--- src/rtl/pcg32_pkg.sv ---
// PCG32 XSH-RR constants, checker FSM encoding and reference arithmetic
// shared between the generator and checker sides of the stream.
package pcg32_pkg;

  localparam int unsigned STATE_W = 64;
  localparam int unsigned OUT_W   = 32;
  localparam int unsigned SEQ_W   = 63;
  localparam int unsigned ROT_W   = 5;

  localparam logic [STATE_W-1:0] PCG32_MULT = 64'h5851f42d4c957f2d;

  typedef enum logic [2:0] {
    IDLE      = 3'd0,
    SEED_ADD  = 3'd1,
    SEED_STEP = 3'd2,
    CHECK     = 3'd3,
    FAIL      = 3'd4
  } chk_state_e;

  // One LCG advance, modulo 2^64.
  function automatic logic [STATE_W-1:0] pcg32_step(input logic [STATE_W-1:0] s,
                                                     input logic [STATE_W-1:0] inc);
    return s * PCG32_MULT + inc;
  endfunction

  // Output permutation: xorshift-high, then rotate right by the top five state bits.
  function automatic logic [OUT_W-1:0] pcg32_xsh_rr(input logic [STATE_W-1:0] s);
    logic [OUT_W-1:0] xs;
    logic [ROT_W-1:0] rot;
    logic [ROT_W-1:0] lrot;
    xs   = OUT_W'(((s >> 18) ^ s) >> 27);
    rot  = s[STATE_W-1 -: ROT_W];
    lrot = -rot;
    return (xs >> rot) | (xs << lrot);
  endfunction

endpackage

--- src/rtl/pcg32_xsh_rr_perm.sv ---
// Combinational 64->32 PCG32 XSH-RR output permutation; shared with the
// generator side so both ends derive words from state identically.
module pcg32_xsh_rr_perm
  import pcg32_pkg::*;
(
  input  logic [STATE_W-1:0] state_i,
  output logic [OUT_W-1:0]   word_c_o
);

  assign word_c_o = pcg32_xsh_rr(state_i);

endmodule

--- config.mk ---
export PLATFORM = sky130hd
export DESIGN_NAME = pcg32_xsh_rr_perm
export DESIGN_NICKNAME = d
export VERILOG_FILES = /design/src/rtl/pcg32_pkg.sv /design/src/rtl/pcg32_xsh_rr_perm.sv
export SDC_FILE = /design/constraint.sdc
export NUM_CORES = 1
export LEC_CHECK = 0
export BUFFER_PORTS_ARGS = -buffer_cell sky130_fd_sc_hd__buf_2
export CAP_MARGIN = 20
export CORE_ASPECT_RATIO = 0.7
export CORE_MARGIN = 2
export CORE_UTILIZATION = 52
export DETAILED_ROUTE_END_ITERATION = 12
export MAX_ROUTING_LAYER = met4
export PLACE_DENSITY = 0.91
export SLEW_MARGIN = 20
export SYNTH_ARGS = -nofsm -noshare
export SYNTH_HDL_FRONTEND = slang
export SYNTH_SLANG_ARGS = --single-unit
--- constraint.sdc ---
create_clock -name vclk -period 3.7
set_input_delay 0.185 -clock vclk [all_inputs]
set_output_delay 0.185 -clock vclk [all_outputs]
set_load 0.01 [all_outputs]
; ---- Word-level counts from Yosys, hierarchy flattened
; Cells that the tools add are included.
[totals]
output_inout_bits = 32
inputBits = 64
register_bits = 0
wordCells = 5
[op_classes]
bitwise_logic = 2
n_addsub = 1
n_shift = 2
[op_table]
columns = operator, n
row1 = bitwise XOR 46 x 59 -> 59 bit, 1
row2 = bitwise OR 32 bit, 1
row3 = left shift 32 x 5 -> 32 bit, 1
row4 = right shift 32 x 5 -> 32 bit, 1
row5 = negator 5 bit, 1

; ---- Longest topological paths before layout
[logic_depth]
depth_word = 3
ltp_mapped = 13
ltp_nobuf = 8

; ---- Worst setup path after synthesis
; No wires, ideal clock.
[synth_timing]
path_type = input -> output
start = input port state_i[59]
end = output port word_c_o[14]
slack_ns = 1.060
t_arrival_ns = 2.455
path_stages = 10
required_time_ns = 3.515
n_path_buf = 3
cell_sequence = inv_1 buf_4 buf_4 buf_4 ha_1 xnor2_2 mux4_2 nor2_1 nor2_1 a221o_1
[synth_between]
elab_chain_len = 3
word_cells_on_any_way = 5
cone_classes = add/sub (1) / shift (2) / bitwise (2)
[synth_lines]
columns = item, line_no
row1 = "start, declared", pcg32_xsh_rr_perm.sv:6  ; input logic [STATE_W-1:0] state_i,
row2 = negator 5 bit or bitwise XOR 46 x 59 -> 59 bit (tied branches), "pcg32_pkg.sv:33, pcg32_pkg.sv:31"
row3 = left shift 32 x 5 -> 32 bit or right shift 32 x 5 -> 32 bit (tied branches), pcg32_pkg.sv:34  ; return (xs >> rot) | (xs << lrot);
row4 = bitwise OR 32 bit *, pcg32_pkg.sv:34
row5 = "end, declared", pcg32_xsh_rr_perm.sv:7  ; output logic [OUT_W-1:0] word_c_o
; Every way passes the cells marked *; elsewhere a longest branch is shown, timed or not.

; ---- Final worst setup path
[layout_timing]
start = input port state_i[60]
end = output port word_c_o[5]
; The elaborated chain is that of the path after synthesis.

==> run_results.csv <==
group,metric,value,unit
outcome,outcome,"finished clean",
layout,drive_gt1_share,29.3,%
synthesis,syn_area,0.00357,mm2
layout,seqCellArea,0,um2
layout,final_util,58.3,%
synthesis,synth_top_cell_area_share,15.1,%
critical_path,start_kind,"input port",
floorplanning,start_util,53.3,%
timing,rsz0062_at_grt,"false",
critical_path,cp_slowest_cell,"xnor2_2",
detailed_routing,num_vias,4477,
floorplanning,die_area,0.00755,mm2
detailed_routing,wl_met1,6360,um
cts,post_cts_buffers,0,
synthesis,ys_seq_area_share,0,%
cts,cts-hold-fix-buffers,0,
global_routing,grt_usage,42.8,%
critical_path,crit_start,"state_i[60]",
detailed_routing,drt-wirelength-per-cell,26.0,um
placed_design,gp_congestion,1.11,
timing,fmaxAchievable,0.306,GHz
floorplanning,core-area,0.00669,mm2
layout,fin_nets,575,
synthesis,yosysWarnings,0,
critical_path,critPathTopFamily,"compound AO/OA/AOI/OAI gates",
critical_path,crit_top_cell,"buf_2",
synthesis,synth_common_cells,"nor2_1, nand2_1, mux2i_1",
critical_path,endpoint_kind,"output port",
placed_design,dp_cells,602,
synthesis,ys_types,57,
timing,hold_slack,967,ps
critical_path,cp.arrival,3090,ps
detailed_routing,drt_iter0_markers,730,
hold_path,hold_path_class,"input port to output port",
synthesis,yosysMostFrequentCell,"nor2_1",
placed_design,numPortBuffers,69,
detailed_routing,vias_per_cell,7.42,
floorplanning,core.rowCount,25,
synthesis,yosys.area.top_type,"mux4_2",
synthesis,syn_nets,536,
detailed_routing,drc_errors,0,
timing,fin_crit,3270,ps
timing,worst_pin_slew,1020,ps
critical_path,critPathMaxFanout,18,
timing,report.final.slew_viol_count,0,
run,maxCapViolCount,0,
layout,finalNonFillerCells,603,
timing,finalHoldViolCount,0,
synthesis,synthCells,471,
cts,ctsResizeCount,0,
global_routing,grt_max_degree,57,
detailed_routing,routed.top_layer,"met4",
floorplanning,ios,96,
global_routing,grt_pass1_wl,23500,um
detailed_routing,wl_met2,6280,um
global_routing,grt.overflow.total,0,
timing,setup_viol,0,
layout,n_fill_cell,673,
critical_path,cpPeakStageDelay,780,ps
timing,slew_headroom,31.9,%
synthesis,synth_area_per_cell,7.58,um2
synthesis,netlist_top_cells_area,"mux4_2, mux2i_1, mux2_2",
timing,timing.final.crit_share,88.4,%
global_routing,first_global_vias,3950,
critical_path,path_depth,9,
critical_path,crit_path_end,"word_c_o[5]",
layout,seq_cell_count,0,
placed_design,hpwl,12200,um
floorplanning,die_height,73.3,um
detailed_routing,wl,15700,um
layout,areaGrowthSynthToFinish,9.36,%
timing,final.setup.tns,0,ps
critical_path,path_cells,"buf_2 -> inv_2 -> ha_1 -> xnor2_2 -> nand2_1 -> o21ai_0 -> a22oi_1 -> o21ai_1 -> buf_2",
critical_path,worst-path-buf-inv,3,
detailed_routing,routed-wl-met3,2490,um
critical_path,crit_required,3510,ps
layout,n_clock_buffer,0,
detailed_routing,drtPass1Iterations,6,
global_routing,antenna_found_initial,1,
floorplanning,die_x,103,um
critical_path,path_class,"input port to output port",
detailed_routing,ant_nets,0,
[final cells by class]
cell class | count | area, um2 | share of cell area (%)
antenna | 1 | 2.50 | 0.0641
inverter | 6 | 22.5 | 0.577
multi-input combinational | 421 | 3320 | 85.2
tap | 94 | 118 | 3.01
timing repair buffer | 81 | 435 | 11.2
[logic make-up after synthesis]
logic type	synth area share, %
mux	34.7
simple gates	16.2
compound gates	32.7
xor+xnor	9.12
fa+ha+maj	0.351
buf+inv	6.84
[tightest hold or removal path, delay by kind of cell]
kind / cells / cell delay (ps)
AOI/OAI and AO/OA: 1 / 220
buffers and inverters: 2 / 370
[metrics by stage]
step / area, um2 / setup WS [ps]
2_1_floorplan: 3570 / 1060
3_3_place_gp: 3900 / 599
3_5_place_dp: 3900 / 605
4_1_cts: 3900 / 606
5_1_grt: 3900 / 374
6_report: 3900 / 429
[how the worst min path moves through the flow]
stage	slack [ps]	endpoint	cells after the start	start
floorplan	780	word_c_o[0]	3	state_i[63]
global placement	950	word_c_o[17]	3	state_i[63]
detailed placement	950	word_c_o[17]	3	state_i[63]
CTS	950	word_c_o[17]	3	state_i[63]
global route	990	word_c_o[17]	3	state_i[63]
finish	970	word_c_o[17]	3	state_i[63]
[layer usage]
layer	vias to the layer above	GRT usage, %
met4	0	11.1
li1	1928	-
met5	-	-
met3	61	9.99
met1	2089	63.5
met2	399	57.9
[cell usage in the layout (no fill, tap or decap), types with 3 or more instances in the layout]
| master | count |
|---|---|
| or3_1 | 3 |
| xor2_1 | 14 |
| o32ai_1 | 3 |
| nor3_1 | 7 |
| o22ai_1 | 14 |
| nand2b_1 | 3 |
| inv_1 | 4 |
| buf_4 | 12 |
| o211ai_1 | 20 |
| xor2_2 | 3 |
| a211o_1 | 5 |
| a22oi_1 | 21 |
| a21oi_1 | 28 |
| a22o_1 | 3 |
| o221ai_1 | 4 |
| mux2i_1 | 38 |
| buf_2 | 69 |
| xnor2_1 | 12 |
| o22a_1 | 4 |
| mux2_2 | 25 |
| nand3_1 | 6 |
| mux4_2 | 24 |
| o21ai_1 | 4 |
| a2bb2oi_1 | 3 |
| xnor2_2 | 3 |
| a221o_1 | 4 |
| a21o_1 | 3 |
| or2_2 | 3 |
| a222oi_1 | 4 |
| o21ai_0 | 19 |
| nor2_1 | 57 |
| nand2_1 | 47 |
| a211oi_1 | 8 |
